File: config.mk
export PLATFORM = sky130hd
export DESIGN_NAME = vc_port_flat
export DESIGN_NICKNAME = d
export VERILOG_FILES = /design/src/rtl/vc_port_pkg.sv /design/src/rtl/vc_port_if.sv /design/src/rtl/vc_port_buffer.sv /design/src/rtl/vc_port.sv /design/src/flat_wrapper.sv
export SDC_FILE = /design/constraint.sdc
export NUM_CORES = 2
export LEC_CHECK = 0
export ABC_AREA = 1
export CAP_MARGIN = 10
export CELL_PAD_IN_SITES_DETAIL_PLACEMENT = 1
export CELL_PAD_IN_SITES_GLOBAL_PLACEMENT = 2
export CORE_MARGIN = 1
export CORE_UTILIZATION = 30
export CTS_CLUSTER_DIAMETER = 50
export DETAILED_ROUTE_END_ITERATION = 8
export PLACE_DENSITY = 0.67
export SYNTH_ARGS = -nofsm -noshare
export SYNTH_HDL_FRONTEND = slang
export SYNTH_SLANG_ARGS = --single-unit
File: constraint.sdc
create_clock -name clk -period 11.45 [get_ports clk]
set_clock_uncertainty 0.1 [all_clocks]
set_input_delay 2.29 -clock clk [delete_from_list [all_inputs] [get_ports clk]]
set_output_delay 2.29 -clock clk [all_outputs]
set_load 0.005 [all_outputs]
File: src/rtl/vc_port_pkg.sv
// vc_port_pkg: shared flit geometry, header codes and header decode helper
package vc_port_pkg;
    localparam int FLIT_SIZE = 32;
    localparam int HEADER_LEN = 2;
    localparam int ROUTE_LEN = 3;
    typedef enum logic [HEADER_LEN-1:0] {
        HDR_HEAD   = 2'd0,
        HDR_BODY   = 2'd1,
        HDR_TAIL   = 2'd2,
        HDR_SINGLE = 2'd3
    } flit_type_t;
    function automatic flit_type_t flit_type(input logic [FLIT_SIZE-1:0] f);
        return flit_type_t'(f[FLIT_SIZE-1 -: HEADER_LEN]);
    endfunction
endpackage

File: src/rtl/vc_port_if.sv
// vc_port_if: input-port bundle (flit write, ovc request/grant, credits, switch output, status); master drives inputs, slave is the port
interface vc_port_if #(parameter int NUM_VC = 4, parameter int OVC_W = 4);
    import vc_port_pkg::*;
    localparam int VCW = NUM_VC > 1 ? $clog2(NUM_VC) : 1;
    logic [FLIT_SIZE-1:0] flit_in;
    logic valid_in;
    logic [VCW-1:0] vc_in;
    logic [ROUTE_LEN-1:0] route_in;
    logic [NUM_VC-1:0] ovc_req;
    logic [NUM_VC*ROUTE_LEN-1:0] ovc_req_route;
    logic [NUM_VC-1:0] ovc_grant;
    logic [OVC_W-1:0] ovc_grant_id;
    logic [NUM_VC-1:0] credit_ok;
    logic out_ready;
    logic [FLIT_SIZE-1:0] flit_out;
    logic valid_out;
    logic [VCW-1:0] out_vc;
    logic [ROUTE_LEN-1:0] out_route;
    logic [OVC_W-1:0] out_ovc;
    logic [NUM_VC-1:0] credit_out;
    logic [NUM_VC-1:0] vc_idle;
    logic [NUM_VC-1:0] vc_full;
    logic [NUM_VC-1:0] overflow_err;
    modport master (
        output flit_in, valid_in, vc_in, route_in, ovc_grant, ovc_grant_id, credit_ok, out_ready,
        input ovc_req, ovc_req_route, flit_out, valid_out, out_vc, out_route, out_ovc, credit_out,
        input vc_idle, vc_full, overflow_err
    );
    modport slave (
        input flit_in, valid_in, vc_in, route_in, ovc_grant, ovc_grant_id, credit_ok, out_ready,
        output ovc_req, ovc_req_route, flit_out, valid_out, out_vc, out_route, out_ovc, credit_out,
        output vc_idle, vc_full, overflow_err
    );
endinterface

File: src/rtl/vc_port_buffer.sv
// vc_port_buffer: per-VC FIFO (clk, rst active-low sync, wr_en/wr_data, rd_en/rd_data front, empty, full, count)
module vc_port_buffer #(
    parameter int WIDTH = 8,
    parameter int DEPTH = 16
) (
    input  logic clk,
    input  logic rst,
    input  logic wr_en,
    input  logic [WIDTH-1:0] wr_data,
    input  logic rd_en,
    output logic [WIDTH-1:0] rd_data,
    output logic empty,
    output logic full,
    output logic [$clog2(DEPTH):0] count
);
    localparam int AW = $clog2(DEPTH);
    logic [WIDTH-1:0] mem [DEPTH];
    logic [AW-1:0] wp, rp;
    logic wr_ok, rd_ok;
    assign empty = count == '0;
    assign full = count == (AW+1)'(DEPTH);
    assign wr_ok = wr_en && !full;
    assign rd_ok = rd_en && !empty;
    assign rd_data = mem[rp];
    always_ff @(posedge clk) begin
        if (wr_ok) mem[wp] <= wr_data;
    end
    always_ff @(posedge clk) begin
        if (!rst) begin
            wp <= '0;
            rp <= '0;
            count <= '0;
        end else begin
            wp <= wp + AW'(wr_ok);
            rp <= rp + AW'(rd_ok);
            count <= count + (AW+1)'(wr_ok) - (AW+1)'(rd_ok);
        end
    end
endmodule

File: src/rtl/vc_port.sv
// vc_port: router input port with per-VC FIFOs, per-VC ovc/credit FSMs and round-robin switch arbiter (clk, rst active-low sync, bus slave)
module vc_port import vc_port_pkg::*; #(
    parameter int NUM_VC = 4,
    parameter int VC_DEPTH = 16,
    parameter int OVC_W = 4
) (
    input logic clk,
    input logic rst,
    vc_port_if.slave bus
);
    localparam int VCW = NUM_VC > 1 ? $clog2(NUM_VC) : 1;
    localparam int AW = $clog2(VC_DEPTH);
    localparam int DW = ROUTE_LEN + FLIT_SIZE;
    typedef enum logic [1:0] {IDLE, WAIT_OVC, ACTIVE, WAIT_CREDITS} vc_state_t;
    vc_state_t st_q [NUM_VC];
    vc_state_t st_d [NUM_VC];
    logic [OVC_W-1:0] ovc_q [NUM_VC];
    logic [OVC_W-1:0] ovc_d [NUM_VC];
    logic [DW-1:0] front [NUM_VC];
    logic [AW:0] cnt [NUM_VC];
    logic [NUM_VC-1:0] empty, full, wr_en, rd_en, deq, elig, is_start, is_end, err_q, err_d;
    logic [VCW-1:0] ptr_q, win, idx;
    logic any, fire;
    for (genvar v = 0; v < NUM_VC; v++) begin : g_vc
        flit_type_t t;
        vc_port_buffer #(.WIDTH(DW), .DEPTH(VC_DEPTH)) u_buf (
            .clk(clk),
            .rst(rst),
            .wr_en(wr_en[v]),
            .wr_data({bus.route_in, bus.flit_in}),
            .rd_en(rd_en[v]),
            .rd_data(front[v]),
            .empty(empty[v]),
            .full(full[v]),
            .count(cnt[v])
        );
        assign t = flit_type(front[v][FLIT_SIZE-1:0]);
        assign is_start[v] = t == HDR_HEAD || t == HDR_SINGLE;
        assign is_end[v] = t == HDR_TAIL || t == HDR_SINGLE;
        assign wr_en[v] = bus.valid_in && bus.vc_in == VCW'(v);
        assign elig[v] = st_q[v] == ACTIVE && !empty[v] && bus.credit_ok[v];
        assign deq[v] = fire && win == VCW'(v);
        assign bus.ovc_req[v] = st_q[v] == WAIT_OVC;
        assign bus.ovc_req_route[v*ROUTE_LEN +: ROUTE_LEN] = front[v][DW-1 -: ROUTE_LEN];
        assign bus.vc_idle[v] = st_q[v] == IDLE && empty[v];
    end
    always_comb begin
        win = '0;
        idx = '0;
        any = 1'b0;
        for (int k = NUM_VC - 1; k >= 0; k--) begin
            idx = VCW'((int'(ptr_q) + k) % NUM_VC);
            if (elig[idx]) begin
                win = idx;
                any = 1'b1;
            end
        end
    end
    // gating with rst keeps the port silent and credit-free during a reset cycle
    assign fire = rst && any && bus.out_ready;
    assign bus.valid_out = rst && any;
    assign bus.flit_out = front[win][FLIT_SIZE-1:0];
    assign bus.out_route = front[win][DW-1 -: ROUTE_LEN];
    assign bus.out_vc = win;
    assign bus.out_ovc = ovc_q[win];
    assign bus.credit_out = deq;
    assign bus.vc_full = full;
    assign bus.overflow_err = err_q;
    always_comb begin
        err_d = err_q | (wr_en & full);
        rd_en = deq;
        for (int i = 0; i < NUM_VC; i++) begin
            st_d[i] = st_q[i];
            ovc_d[i] = ovc_q[i];
            case (st_q[i])
                IDLE: if (!empty[i]) begin
                    if (is_start[i]) st_d[i] = WAIT_OVC;
                    else begin
                        rd_en[i] = 1'b1;
                        err_d[i] = 1'b1;
                    end
                end
                WAIT_OVC: if (bus.ovc_grant[i]) begin
                    st_d[i] = ACTIVE;
                    ovc_d[i] = bus.ovc_grant_id;
                end
                ACTIVE: if (deq[i] && is_end[i]) begin
                    st_d[i] = cnt[i] > (AW+1)'(1) ? WAIT_OVC : IDLE;
                    ovc_d[i] = '1;
                end else if (!bus.credit_ok[i]) st_d[i] = WAIT_CREDITS;
                default: if (bus.credit_ok[i]) st_d[i] = ACTIVE;
            endcase
        end
    end
    always_ff @(posedge clk) begin
        if (!rst) begin
            ptr_q <= '0;
            err_q <= '0;
            for (int i = 0; i < NUM_VC; i++) begin
                st_q[i] <= IDLE;
                ovc_q[i] <= '1;
            end
        end else begin
            if (fire) ptr_q <= win == VCW'(NUM_VC - 1) ? '0 : win + VCW'(1);
            err_q <= err_d;
            for (int i = 0; i < NUM_VC; i++) begin
                st_q[i] <= st_d[i];
                ovc_q[i] <= ovc_d[i];
            end
        end
    end
endmodule

File: src/flat_wrapper.sv
// flat-port wrapper written by rule: the top's interface ports become plain ports
module vc_port_flat import vc_port_pkg::*;
#(
    parameter int NUM_VC = 4,
    parameter int VC_DEPTH = 16,
    parameter int OVC_W = 4
)
  (clk, rst, bus_flit_in, bus_valid_in, bus_vc_in, bus_route_in, bus_ovc_grant, bus_ovc_grant_id, bus_credit_ok, bus_out_ready, bus_ovc_req, bus_ovc_req_route, bus_flit_out, bus_valid_out, bus_out_vc, bus_out_route, bus_out_ovc, bus_credit_out, bus_vc_idle, bus_vc_full, bus_overflow_err);
  vc_port_if #(.NUM_VC(NUM_VC), .OVC_W(OVC_W)) bus_i ();
  input logic clk;
  input logic rst;
  input wire logic [$bits(bus_i.flit_in)-1:0] bus_flit_in;
  input wire logic [$bits(bus_i.valid_in)-1:0] bus_valid_in;
  input wire logic [$bits(bus_i.vc_in)-1:0] bus_vc_in;
  input wire logic [$bits(bus_i.route_in)-1:0] bus_route_in;
  input wire logic [$bits(bus_i.ovc_grant)-1:0] bus_ovc_grant;
  input wire logic [$bits(bus_i.ovc_grant_id)-1:0] bus_ovc_grant_id;
  input wire logic [$bits(bus_i.credit_ok)-1:0] bus_credit_ok;
  input wire logic [$bits(bus_i.out_ready)-1:0] bus_out_ready;
  output wire logic [$bits(bus_i.ovc_req)-1:0] bus_ovc_req;
  output wire logic [$bits(bus_i.ovc_req_route)-1:0] bus_ovc_req_route;
  output wire logic [$bits(bus_i.flit_out)-1:0] bus_flit_out;
  output wire logic [$bits(bus_i.valid_out)-1:0] bus_valid_out;
  output wire logic [$bits(bus_i.out_vc)-1:0] bus_out_vc;
  output wire logic [$bits(bus_i.out_route)-1:0] bus_out_route;
  output wire logic [$bits(bus_i.out_ovc)-1:0] bus_out_ovc;
  output wire logic [$bits(bus_i.credit_out)-1:0] bus_credit_out;
  output wire logic [$bits(bus_i.vc_idle)-1:0] bus_vc_idle;
  output wire logic [$bits(bus_i.vc_full)-1:0] bus_vc_full;
  output wire logic [$bits(bus_i.overflow_err)-1:0] bus_overflow_err;
  assign bus_i.flit_in = bus_flit_in;
  assign bus_i.valid_in = bus_valid_in;
  assign bus_i.vc_in = bus_vc_in;
  assign bus_i.route_in = bus_route_in;
  assign bus_i.ovc_grant = bus_ovc_grant;
  assign bus_i.ovc_grant_id = bus_ovc_grant_id;
  assign bus_i.credit_ok = bus_credit_ok;
  assign bus_i.out_ready = bus_out_ready;
  assign bus_ovc_req = bus_i.ovc_req;
  assign bus_ovc_req_route = bus_i.ovc_req_route;
  assign bus_flit_out = bus_i.flit_out;
  assign bus_valid_out = bus_i.valid_out;
  assign bus_out_vc = bus_i.out_vc;
  assign bus_out_route = bus_i.out_route;
  assign bus_out_ovc = bus_i.out_ovc;
  assign bus_credit_out = bus_i.credit_out;
  assign bus_vc_idle = bus_i.vc_idle;
  assign bus_vc_full = bus_i.vc_full;
  assign bus_overflow_err = bus_i.overflow_err;
  vc_port #(.NUM_VC(NUM_VC), .VC_DEPTH(VC_DEPTH), .OVC_W(OVC_W)) u_core (.clk(clk), .rst(rst), .bus(bus_i));
endmodule
# Word-level counts from Yosys, hierarchy flattened
# Memory sizes are Yosys's and may differ from the RTL's. A register that Yosys moved wholly into a read port is not among the register bits.
# Cells that the tools add are included.
[totals] n_memories=6 in_bits=53 elab_cells=276 register_bits=58 output_inout_bits=74 ram_bits=2264
[op_classes] reduce_logical=68 addsub=20 n_bitwise=11 muxes=110 eq_ne=38 order_cmp=9
[memory_table] name="u_core.g_vc[0].u_buf.mem" words=16 word_bits=35 rd=1 rd_ports_with_merged_regs=1 write_ports=1 line_no="vc_port_buffer.sv:17" rtl="logic [WIDTH-1:0] mem [DEPTH];"
[memory_table] name="u_core.g_vc[1].u_buf.mem" words=16 word_bits=35 rd=1 rd_ports_with_merged_regs=1 write_ports=1 line_no="vc_port_buffer.sv:17"
[memory_table] name="u_core.g_vc[2].u_buf.mem" words=16 word_bits=35 rd=1 rd_ports_with_merged_regs=1 write_ports=1 line_no="vc_port_buffer.sv:17"
[memory_table] name="u_core.g_vc[3].u_buf.mem" words=16 word_bits=35 rd=1 rd_ports_with_merged_regs=1 write_ports=1 line_no="vc_port_buffer.sv:17"
[memory_table] name="u_core.ovc_q" words=4 word_bits=4 rd=1 rd_ports_with_merged_regs=0 write_ports=4 line_no="vc_port.sv:17" rtl="logic [OVC_W-1:0] ovc_q [NUM_VC];"
[memory_table] name="u_core.st_q" words=4 word_bits=2 rd=4 rd_ports_with_merged_regs=0 write_ports=4 line_no="vc_port.sv:15" rtl="vc_state_t st_q [NUM_VC];"
[op_table] cell="35-bit binary-select mux with 2-bit select" count=1
[op_table] cell="35-bit two-way mux" count=2
[op_table] cell="2-bit two-way mux" count=33
[op_table] cell="4-bit two-way mux" count=16
[op_table] cell="1-bit two-way mux" count=46
[op_table] cell="1-bit logical AND" count=34
[op_table] cell="4-bit by 1-bit adder with 4-bit output" count=8
[op_table] cell="2-bit == test (second input constant)" count=16
[op_table] cell="4-bit one-hot mux with 2 select lines" count=4
[op_table] cell="2-bit != test (second input constant)" count=12
[op_table] cell="2-bit one-hot mux with 3 select lines" count=4
[op_table] cell="5-bit by 1-bit adder with 5-bit output" count=4
[op_table] cell="5-bit == test (second input constant)" count=4
[op_table] cell="5-bit by 1-bit greater-than comparator with 1-bit output (second input constant)" count=4
[op_table] cell="2-bit zero test" count=10
[op_table] cell="5-bit zero test" count=4
[op_table] cell="5-bit by 1-bit subtractor with 5-bit output" count=4
[op_table] cell="4-bit AND reduction" count=4
[op_table] cell="2-bit by 1-bit == test with 1-bit output (second input constant)" count=6
[op_table] cell="2-bit by 3-bit less-than comparator with 1-bit output (second input constant)" count=4
[op_table] cell="1-bit binary-select mux with 2-bit select" count=4
[op_table] cell="1-bit zero test" count=8
[op_table] cell="1-bit logical OR" count=8
[op_table] cell="1-bit OR" count=8
[op_table] cell="6 further kinds" count=8

# Logic depth before layout (Yosys ltp)
[depth] ltp_word=19 mapped_depth=30 depth_no_buf=28

# Modules after synthesis
# A second synthesis with hierarchy kept.
[hier_totals] hier_cells=9928 area_unflattened_um2=101393.5
[by_module_without_submodules] mod="vc_port_buffer (u_core.g_vc[1].u_buf)" area_each_um2=24616.1 cells_each=2365 seq_area_each_um2=17076.4 n_inst=1
[by_module_without_submodules] mod="vc_port_buffer (u_core.g_vc[0].u_buf)" area_each_um2=24612.4 cells_each=2365 seq_area_each_um2=17076.4 n_inst=1
[by_module_without_submodules] mod="vc_port_buffer (u_core.g_vc[3].u_buf)" area_each_um2=24606.1 cells_each=2365 seq_area_each_um2=17076.4 n_inst=1
[by_module_without_submodules] mod="vc_port_buffer (u_core.g_vc[2].u_buf)" area_each_um2=24091.9 cells_each=2288 seq_area_each_um2=17076.4 n_inst=1
[by_module_without_submodules] mod="vc_port" area_each_um2=3467.1 cells_each=545 seq_area_each_um2=760.7 n_inst=1

# Worst setup path after synthesis
# No wires, ideal clock.
[synth_timing] path_type="input -> output" from="input bus_credit_ok[0]" to="output bus_credit_out[3]" path_buffers=2 cell_stages=16 t_arrival_ns=3.619 path_slack_ns=5.441 path_cell_list="nand2_1 clkinv_1 nand3_1 nand2_1 nand2_1 nand2_1 inv_1 nand2_1 nand2_1 nand2_1 buf_4 buf_2 inv_1 ha_1 inv_1 nor2_1"
[synth_via] elab_chain_cells=10
[synth_rtl] item="start, declared" line_no="flat_wrapper.sv:18" rtl="input wire logic [$bits(bus_i.credit_ok)-1:0] bus_credit_ok;"
[synth_rtl] item="1-bit logical AND *" line_no="vc_port.sv:41" rtl="assign elig[v] = st_q[v] == ACTIVE && !empty[v] && bus.credit_ok[v];"
[synth_rtl] item="1-bit binary-select mux with 2-bit select" line_no="vc_port.sv:53" rtl="if (elig[idx]) begin"
[synth_rtl] item="1-bit two-way mux (not written as such)" line_no="vc_port.sv:53"
[synth_rtl] item="1-bit two-way mux (4 in series)" line_no="vc_port.sv:53"
[synth_rtl] item="1-bit logical AND (2 in series)" line_no="vc_port.sv:60" rtl="assign fire = rst && any && bus.out_ready;"
[synth_rtl] item="1-bit logical AND *" line_no="vc_port.sv:42" rtl="assign deq[v] = fire && win == VCW'(v);"
[synth_rtl] item="end, declared" line_no="flat_wrapper.sv:27" rtl="output wire logic [$bits(bus_i.credit_out)-1:0] bus_credit_out;"
# Mark *: on every way between the ends. The rest lies on a longest branch, timed or not. The select of a mux whose other input is x is not followed.

# Final worst setup path
[layout_timing] from="input bus_credit_ok[0]" to="output bus_flit_out[18]"
[layout_via] elab_chain_cells=11
[layout_rtl] item="1-bit logical AND *" line_no="vc_port.sv:41"
[layout_rtl] item="1-bit binary-select mux with 2-bit select" line_no="vc_port.sv:53"
[layout_rtl] item="1-bit two-way mux (not written as such)" line_no="vc_port.sv:53"
[layout_rtl] item="2-bit two-way mux (3 in series)" line_no="vc_port.sv:53"
[layout_rtl] item="2-bit two-way mux *" line_no="vc_port.sv:53"
[layout_rtl] item="2-bit inverter with 3-bit output (not written as such) *" line_no="vc_port.sv:62" rtl="assign bus.flit_out = front[win][FLIT_SIZE-1:0];"
[layout_rtl] item="35-bit binary-select mux with 2-bit select *" line_no="vc_port.sv:62"
[layout_rtl] item="35-bit two-way mux *"
[layout_rtl] item="35-bit two-way mux (not written as such) *" line_no="vc_port.sv:62"
[layout_rtl] item="end, declared" line_no="flat_wrapper.sv:22" rtl="output wire logic [$bits(bus_i.flit_out)-1:0] bus_flit_out;"
# Marks and branches as above.

==> metrics.md <==
| Metric | Value |
|---|---|
| Outcome | `complete, no violations` |
| Via count of the first global-routing pass | `62.9k` |
| Worst-case vdd ir drop | `0.000128 V` |
| Worst R2R Start | `u_core.g_vc[2].u_buf.rp[0]` |
| Netlist cell types | `43` |
| Critical path required time | `9060 ps` |
| Yosys top cell area share | `0.734` |
| Initial antenna violation count | `29` |
| Count of flip-flops with a built-in enable after synthesis | `2256` |
| Number of sinks on the clock net | `2322` |
| Starting density of the core | `0.302` |
| Post-CTS sizing | `0` |
| Seq cells post-synth | `2322` |
| Leakage Power | `34.1 nW` |
| Total instance count after detailed placement | `10.9k` |
| Total number of H-tree levels | `5` |
| Cells after synthesis | `7011` |
| Final Slew Violations | `0` |
| CTS clock-pin slew for the worst setup and hold paths | `60 ps` |
| Area of the die | `310000 sq um` |
| Count of warnings emitted by yosys | `0` |
| Power Density | `212 nW/um^2` |
| Setup repair after global routing missed its margin | `false` |
| Crit-path cells | `clkdlybuf4s50_1 -> nand2_1 -> clkinv_1 -> nand3_1 -> nand2_1 -> nand2_1 -> nand2_1 -> inv_1 -> nand2_1 -> nand2_1 -> nand2_8 -> inv_2 -> o211ai_1 -> o211ai_1 -> o21ai_0 -> clkdlybuf4s50_1` |
| Total global routing track utilization | `0.210` |
| Worst-margin pin slew | `1450 ps` |
| CP Launch Point | `bus_credit_ok[0]` |
| Post-synthesis sequential area ratio | `0.748` |
| Critical path's largest stage delay | `1080 ps` |
| Post-route worst setup slack | `2330 ps` |
| Row cnt | `203` |
| Post-Route Utilization | `0.349` |
| Min-delay src | `u_core.st_q[0][6]` |
| Critical path arrival | `6730 ps` |
| Type of the worst setup path | `in -> out` |
| Synth cell count leaders | `edfxtp_1, nor2_1, o21ai_0, clkbuf_1, o22ai_1` |
| Buffer levels on the longest clock path | `4` |
| Routed Wire Length | `334 mm` |
| Ports | `127` |
| Pin count of the biggest net entering global routing | `195` |
| Clock period minus final worst setup slack | `9120 ps` |
| Critical Path Fanout Max | `122` |
| DR vias/cell | `5.36` |
| Setup crit start kind | `input pin` |
| Count of non-filler cells in the finished layout | `11.4k` |
| Post-CTS setup repair buffer count | `0` |
| CTS Root Buffer Type | `clkbuf_16` |
| Setup Total Neg Slack | `0 ps` |
| Cell taking the most area after synthesis | `edfxtp_1` |
| Final #Nets | `7226` |
| Most common cell type on the critical path | `nand2_1` |
| Endpoint kind of the worst setup timing path | `output pin` |
| Ys async rst share | `0` |
| Slowest cell on crit path | `inv_2` |
| Wire length of the first global-routing pass | `466 mm` |
| Place WS | `2280 ps` |
| # fillers | `32.2k` |
| Post-synthesis area per instance | `13.2 sq um` |
| Detailed placer's ending HPWL | `185 mm` |
| Fraction of layout instances using a drive strength above 1 | `0.0957` |
| Clock tree from TritonCTS | `built` |
| Layout-stage area growth over the synthesis result | `15.7%` |
| Area of the core region | `306000 sq um` |
| Routed wirelength normalized by instance count | `29.3 um` |
| Largest cells by area after synthesis | `edfxtp_1, o21ai_0, nor2_1` |
| # DRC | `0` |
| Worst-case headroom to the max-slew limit | `0.0198` |
| DRC marker count from the first detailed-route iteration | `5425` |
| Die extent in y | `557 um` |
| Post-Synthesis Net Count | `7141` |
| Clock insertion delay at the later pin of the skew report | `890 ps` |
| Fin crit share | `0.797` |
| Max-cap check violation count | `0` |
| Overall die width | `557 um` |
| Number of port buffers | `126` |
| Final count of hold timing violations | `0` |
| Cts bufs inserted | `267` |
| Number of detailed-route iterations in the first pass | `5` |
| Number of antenna-violating nets in the routed design | `0` |
| GR Overflow Total | `0` |
| Final setup violating endpoints | `0` |
| Highest clock rate | `110 MHz` |
| CTS hold repair buffers | `0` |
| Worst min path class | `reg -> reg` |
| Post-Syn Area | `92300 sq um` |
| Total vias in the final route | `61.2k` |
| Most common cell in the netlist | `edfxtp_1` |
| Dominant synthesized flop cell | `edfxtp_1` |
| Final RePlAce weighted congestion | `0.808` |
[critical path, delay by kind of cell]
family | cells | cell delay, ps
buffers and inverters | 5 | 2380
and+or+nand+nor | 8 | 1300
AOI/OAI and AO/OA | 3 | 720
[per-layer routing]
| metal | GRT usage | up-vias | share of wire |
|---|---|---|---|
| met4 | 0.0918 | 16 | 0.046 |
| li1 | - | 26500 | - |
| met5 | 0 | - | 0.00028 |
| met3 | 0.0288 | 522 | 0.050 |
| met1 | 0.261 | 32400 | 0.41 |
| met2 | 0.363 | 1662 | 0.49 |
[sequential cells by signal, indices dropped and copies added, names as in the netlist]
| signal | cells |
|---|---|
| u_core.g_vc.u_buf.mem | 2240 |
| u_core.g_vc.u_buf.rp | 16 |
| u_core.st_q | 8 |
| u_core.g_vc.u_buf.count | 20 |
| u_core.bus.overflow_err | 4 |
| u_core.g_vc.u_buf.wp | 16 |
| u_core.ptr_q | 2 |
| u_core.ovc_q | 16 |
[layout by cell type, fill, tap and decap left out, types with 33 or more instances in the layout]
master,count
edfxtp_1,2256
nor2_1,1269
o21ai_0,1265
o22ai_1,351
nand2_1,319
clkbuf_16,275
o221ai_1,242
buf_4,180
nand3_1,162
inv_1,134
a21oi_1,92
clkdlybuf4s50_1,90
ha_1,73
clkbuf_1,73
nor2_4,65
o211ai_1,55
dfxtp_1,51
clkinv_1,43
buf_2,35
o21ai_1,33
a32o_1,33
[cell type report]
| class | count | area [sq um] | share of cell area |
|---|---|---|---|
| flip-flops and latches | 2322 | 69100 | 0.647 |
| multi-input cells | 4043 | 21200 | 0.198 |
| clock buffers | 351 | 7200 | 0.0674 |
| well taps | 4100 | 5130 | 0.0480 |
| repair buffers | 309 | 2510 | 0.0235 |
| clock inverters | 102 | 968 | 0.00907 |
| inverters | 153 | 621 | 0.00581 |
| diodes | 29 | 72.6 | 0.000680 |
[kinds of logic after synthesis]
logic type	Yosys count	synth area share
adder cells (fa/ha/maj)	77	0.0108
AO/OA/AOI/OAI	2102	0.133
buffers and inverters	646	0.0283
AND/OR/NAND/NOR	1855	0.0788
flip-flops	2322	0.748
XOR/XNOR	9	0.000854
[per-stage QoR]
stage	hold slack, ps	area [sq um]	power (W)
2_1_floorplan	356	92300	0.0123
3_3_place_gp	383	98500	0.0145
3_5_place_dp	390	98500	0.0146
4_1_cts	396	107000	0.0228
5_1_grt	424	107000	0.0234
6_report	398	107000	0.0226
[worst paths after layout]
check                                   to  slack, ps  cells past startpoint
min reg2reg              u_core.st_q[0][6]        400                      2
max                       bus_flit_out[18]       2330                     16
min                      u_core.st_q[0][6]        400                      2
max reg2reg  u_core.g_vc[2].u_buf.count[4]       5340                     20
[power breakdown]
part	internal (W)	switching [W]	total [W]
Sequential	0.00943	0.000151	0.00959
Combinational	0.00138	0.00344	0.00482
Clock	0.00477	0.00344	0.00821
Total	0.0156	0.00703	0.0226
Power figures use the tool's default switching activity.
